## src/rtl/inst_loader.sv

```systemverilog
// inst_loader: 32-word writable instruction memory with a byte-stream loader.
// Bytes arrive over valid/ready, are packed MSB-first into 32-bit words and
// written to the RAM; the CPU is held while a load is in progress and reads
// words combinationally on Addr/Inst otherwise.
// Optional build macro LOADER_CHECKSUM_EN adds a trailing checksum byte; on a
// mismatch the loaded words are wiped back to RESET_WORD.
//
// Handshake: a byte transfers on a rising edge where Byte_Valid && Byte_Ready;
// Byte_Valid without Byte_Ready holds the byte (the sender keeps it stable),
// and Byte_Ready never depends combinationally on Byte_Valid.
module inst_loader #(
   parameter int          DEPTH      = 32,
   parameter logic [31:0] RESET_WORD = 32'h00000000,
   localparam int         AW         = $clog2(DEPTH)
) (
   input  logic          Clk,
   input  logic          Clrn,
   input  logic          Load_Start,
   input  logic [AW:0]   Load_Words,
   input  logic [7:0]    Byte_In,
   input  logic          Byte_Valid,
   output logic          Byte_Ready,
   input  logic [31:0]   Addr,
   output logic [31:0]   Inst,
   output logic          Cpu_Hold,
   output logic          Load_Done,
   output logic          Load_Err,
   output logic [1:0]    dbg_state
);

`ifdef LOADER_CHECKSUM_EN
   typedef enum logic [1:0] {IDLE = 2'd0, RECV = 2'd1, WRITE = 2'd2, CHECK = 2'd3} state_t;
`else
   typedef enum logic [1:0] {IDLE = 2'd0, RECV = 2'd1, WRITE = 2'd2} state_t;
`endif

   state_t         state;
   logic [AW:0]    count;
   logic [AW-1:0]  word_idx;
   logic [1:0]     byte_idx;
   logic [31:0]    word_sr;
   logic [31:0]    mem [DEPTH];
   logic           byte_xfer;
   logic           last_word;
   logic           bad_words;
   logic           ram_we;
   logic [31:0]    ram_wdata;
`ifdef LOADER_CHECKSUM_EN
   logic [7:0]     sum;
   logic           wiping;
`endif

   assign byte_xfer = Byte_Valid && Byte_Ready;
   assign last_word = ({1'b0, word_idx} == (count - 1'b1));
   assign bad_words = (Load_Words == '0) || (Load_Words > (AW+1)'(DEPTH));
   assign dbg_state = state;

   // Read path: word index from Addr, byte offset and upper bits ignored
   assign Inst = mem[Addr[AW+1:2]];

   // RAM write port: assembled word in WRITE, RESET_WORD while wiping
   always_comb begin
      ram_we    = (state == WRITE);
      ram_wdata = word_sr;
`ifdef LOADER_CHECKSUM_EN
      if (state == CHECK && wiping) begin
         ram_we    = 1'b1;
         ram_wdata = RESET_WORD;
      end
`endif
   end

   // Instruction RAM; reset reinitialises every word
   always_ff @(posedge Clk or negedge Clrn) begin
      if (!Clrn) begin
         for (int i = 0; i < DEPTH; i++) mem[i] <= RESET_WORD;
      end else if (ram_we) begin
         mem[word_idx] <= ram_wdata;
      end
   end

   // Loader FSM with registered handshake and status outputs
   always_ff @(posedge Clk or negedge Clrn) begin
      if (!Clrn) begin
         state      <= IDLE;
         count      <= '0;
         word_idx   <= '0;
         byte_idx   <= '0;
         word_sr    <= '0;
         Byte_Ready <= 1'b0;
         Cpu_Hold   <= 1'b0;
         Load_Done  <= 1'b0;
         Load_Err   <= 1'b0;
`ifdef LOADER_CHECKSUM_EN
         sum        <= '0;
         wiping     <= 1'b0;
`endif
      end else begin
         Load_Done <= 1'b0;
         case (state)
            IDLE: begin
               Byte_Ready <= 1'b0;
               if (Load_Start) begin
                  if (bad_words) begin
                     Load_Err <= 1'b1;
                  end else begin
                     Load_Err   <= 1'b0;
                     count      <= Load_Words;
                     word_idx   <= '0;
                     byte_idx   <= '0;
                     state      <= RECV;
                     Byte_Ready <= 1'b1;
                     Cpu_Hold   <= 1'b1;
`ifdef LOADER_CHECKSUM_EN
                     sum        <= '0;
                     wiping     <= 1'b0;
`endif
                  end
               end
            end
            RECV: begin
               if (byte_xfer) begin
                  word_sr  <= {word_sr[23:0], Byte_In};
                  byte_idx <= byte_idx + 2'd1;
`ifdef LOADER_CHECKSUM_EN
                  sum      <= sum + Byte_In;
`endif
                  if (byte_idx == 2'd3) begin
                     state      <= WRITE;
                     Byte_Ready <= 1'b0;
`ifndef LOADER_CHECKSUM_EN
                     Load_Done  <= last_word;
`endif
                  end
               end
            end
            WRITE: begin
               if (last_word) begin
`ifdef LOADER_CHECKSUM_EN
                  state      <= CHECK;
                  Byte_Ready <= 1'b1;
`else
                  state      <= IDLE;
                  Cpu_Hold   <= 1'b0;
`endif
               end else begin
                  word_idx   <= word_idx + 1'b1;
                  byte_idx   <= '0;
                  state      <= RECV;
                  Byte_Ready <= 1'b1;
               end
            end
`ifdef LOADER_CHECKSUM_EN
            CHECK: begin
               if (wiping) begin
                  if (last_word) begin
                     wiping    <= 1'b0;
                     state     <= IDLE;
                     Cpu_Hold  <= 1'b0;
                     Load_Done <= 1'b1;
                  end else begin
                     word_idx <= word_idx + 1'b1;
                  end
               end else if (byte_xfer) begin
                  Byte_Ready <= 1'b0;
                  if (8'(sum + Byte_In) == 8'h00) begin
                     state     <= IDLE;
                     Cpu_Hold  <= 1'b0;
                     Load_Done <= 1'b1;
                  end else begin
                     Load_Err <= 1'b1;
                     wiping   <= 1'b1;
                     word_idx <= '0;
                  end
               end
            end
`endif
            default: state <= IDLE;
         endcase
      end
   end

endmodule

```

## config.mk

```make
export PLATFORM = sky130hd
export DESIGN_NAME = inst_loader
export DESIGN_NICKNAME = d
export VERILOG_FILES = /design/src/rtl/inst_loader.sv
export SDC_FILE = /design/constraint.sdc
export NUM_CORES = 1
export LEC_CHECK = 0
export ABC_CLOCK_PERIOD_IN_PS = 3100
export CAP_MARGIN = 20
export CORE_MARGIN = 5
export CORE_UTILIZATION = 57
export DETAILED_ROUTE_END_ITERATION = 8
export PLACE_DENSITY = 0.81
export SLEW_MARGIN = 40
export SYNTH_ARGS = -nofsm -noshare
export SYNTH_HDL_FRONTEND = slang
export SYNTH_SLANG_ARGS = --single-unit
```

## constraint.sdc

```tcl
create_clock -name Clk -period 3.1 [get_ports Clk]
set_clock_uncertainty 0.05 [all_clocks]
set_input_delay 0.62 -clock Clk [delete_from_list [all_inputs] [get_ports Clk]]
set_output_delay 0.62 -clock Clk [all_outputs]
set_load 0.1 [all_outputs]
```

==> flow_summary.ini <==
[status]
status = complete, but fails checks
violations = setup timing

[timing]
fin_tns_setup_ns = -5.55
slew_violations = 0
hold_slack_ns = 0.424
finalWorstPathRequiredPeriod_ns = 3.32
rsz0062_at_grt = yes
max-slew-margin-rel = 0.540
fin_ws_ns = -0.220
max_freq_ghz = 0.301
final_hold_viol_count = 0
finalCritPeriodShare = 1.07
setup_viol = 32
worst_pin_slew_ns = 0.689

[layout]
final_cells = 4232
layout.nets = 3061
fillers = 5538
num_antenna_cells = 0
syn2layout_area_growth_pct = 16.1
drive_gt1_frac = 0.607

[clock_tree]
htreeDepth = 3
root_buffer = clkbuf_16
cts_tree = yes
cts_made_buffers = 108
cts_sinks = 1075
cts_buffer_depth = 3
cts.clk_slew.worst_paths_ns = 0.06
insertion_delay_ns = 0.67

[synth]
ys_seq_area_frac = 0.554
synth_top_area_frac = 0.554
synth.most_common_cell = mux2_2
synth_compound_area_frac = 0.00541
yosys-top-cells-count = mux2_2 (1087), dfrtp_1 (1075), mux4_2 (320)
synthesis.nets = 2989
ys_top_cells_by_area = dfrtp_1 (55%), mux2_2 (25%), mux4_2 (15%), clkbuf_1 (1.4%), buf_1 (0.52%)
syn_avg_cell_area_um2 = 16.6
synth_top_family_by_area = multiplexers
synth_edf_count = 0
ys_types = 44
yosysTopAreaCell = dfrtp_1
syn-cell-area_mm2 = 0.0485
synthAdderAreaFrac = 0.00258
muxShareOfSynthArea = 0.403
synth_simple_gate_area_share = 0.00840
synthCells = 2929
synthArstFlopShare = 1.00
synthXorXnorAreaFrac = 0.000902
synth-seq-cells = 1075
yosysWarnings = 0
synthFlopType = dfrtp_1

[critical_path]
max_stage_delay_ns = 0.50
reg2reg_from = word_idx[1]
path_delay_family = multiplexers
required_ns = 2.43
worstPathArrival_ns = 2.65
cp_cell_sequence = buf_16, buf_16, buf_12, buf_8, mux4_2, mux4_2, mux2_4, buf_12
worstPathMaxFanout = 8
critPathLaunchType = input pin
reg2reg_to = mem[466]
r2r_cells = 6
reg2reg_setup_slack_ns = 0.38
cp_num_buf_inv = 5
worstSetupEndpointType = output pin
criticalPathCategory = in2out
crit_path_top_delay_cell = mux4_2

[power]
leakage_uw = 0.0269
ir_worst_vdd_uv = 849
power_density_mw_per_mm2 = 704

[placement]
io_buffers = 60
post-dp-hpwl_mm = 72.3
gp_congestion = 0.825
place_inst = 4016

[route]
antenna_left = 0
firstDrtPassIters = 5
via_per_inst = 6.47
drt_first_iter_violations = 2255
vias = 27400
drc = 0
finalWirelength_mm = 123
drt-wirelength-per-cell_um = 29.2

[run]
maxCapViolCount = 0

[grt]
antenna_found_initial = 0
grt_pass1_vias = 30300
grtUsageTotal = 0.277
grt.overflow.total = 0
grt_max_degree = 109
grt_pass1_wl_mm = 191

[floorplan]
die_w_um = 302
initial_core_util = 0.572
die_area_mm2 = 0.0911
fp.dieH_um = 302
core_mm2 = 0.0849
rows = 107
ios = 88

[hold_path]
hold_class = in2async
[state kept, by name (all words and copies together) (netlist names), 2 cells and up]
| register | count |
|---|---|
| byte_idx | 2 |
| count | 6 |
| dbg_state | 2 |
| mem | 1024 |
| ram_wdata | 32 |
| word_idx | 5 |
[how the worst max path moves through the flow]
stage	cells past startpoint	startpoint	end
detailed placement	7	Addr[2]	Inst[27]
floorplan	5	Addr[3]	Inst[0]
finish	8	Addr[2]	Inst[8]
global route	7	Addr[2]	Inst[7]
global placement	7	Addr[2]	Inst[7]
CTS	7	Addr[2]	Inst[7]
[repair_timing]
action / in CTS / in global routing
cloned: 3 / 7
hold buffers: 1 / 0
endpoints found under the setup margin: 32 / 32
hold endpoints to repair: 32 / 0
setup buffers: 7 / 3
pin swaps: 0 / 0
gates resized for setup: 16 / 22
[metrics by stage]
stage / area, µm² / utilization / setup WS (ns) / total power, µW
floorplan: 48900 / - / 0.00339 / 23500
detailed placement: 52100 / 0.614 / -0.286 / 26200
finish: 56300 / 0.664 / -0.220 / 39700
global route: 56300 / 0.664 / -0.228 / 41300
global placement: 52100 / 0.614 / -0.279 / 25500
CTS: 56100 / 0.661 / -0.213 / 39700
[logic make-up after synthesis]
logic type,Yosys count
AOI/OAI and AO/OA,39
xor gates and xnor gates,5
adders and majority gates,10
buffers and inverters,297
DFF,1075
muxes,1416
and+or+nand+nor,87
[cell type report]
| class | instances | area, µm² | area share |
|---|---|---|---|
| Tap cell | 1144 | 1430 | 0.0254 |
| Clock buffer | 165 | 3290 | 0.0584 |
| Inverter | 15 | 56.3 | 0.00100 |
| Multi-Input combinational cell | 1557 | 20600 | 0.367 |
| Sequential cell | 1075 | 26900 | 0.478 |
| Clock inverter | 32 | 424 | 0.00753 |
| Timing Repair Buffer | 244 | 3540 | 0.0629 |
[report_power, final]
group	total, µW	internal, µW	switching, µW
sequential	19200	16300	2870
combinational	7000	3880	3110
clock	13500	8040	5470
total	39700	28200	11500
[layer usage]
layer	track usage	up-vias	wire length (µm)
li1	-	11100	-
met1	0.384	15100	49100
met2	0.462	938	62900
met3	0.0367	247	7360
met4	0.0933	0	4130
met5	0	-	0
[placed cells by master (no fill, tap or decap), drive strengths merged, types with 4 or more instances in the layout]
cell	n
a21oi	8
buf	220
bufinv	9
clkbuf	172
clkdlybuf4s50	16
clkinv	18
dfrtp	1075
ha	10
inv	18
mux2	1092
mux2i	4
mux4	320
nand2	26
nand3	8
nor2	24
nor3	7
o211ai	4
o21ai	8
or3	8
xnor2	4
(Power assumes the default switching activity.)
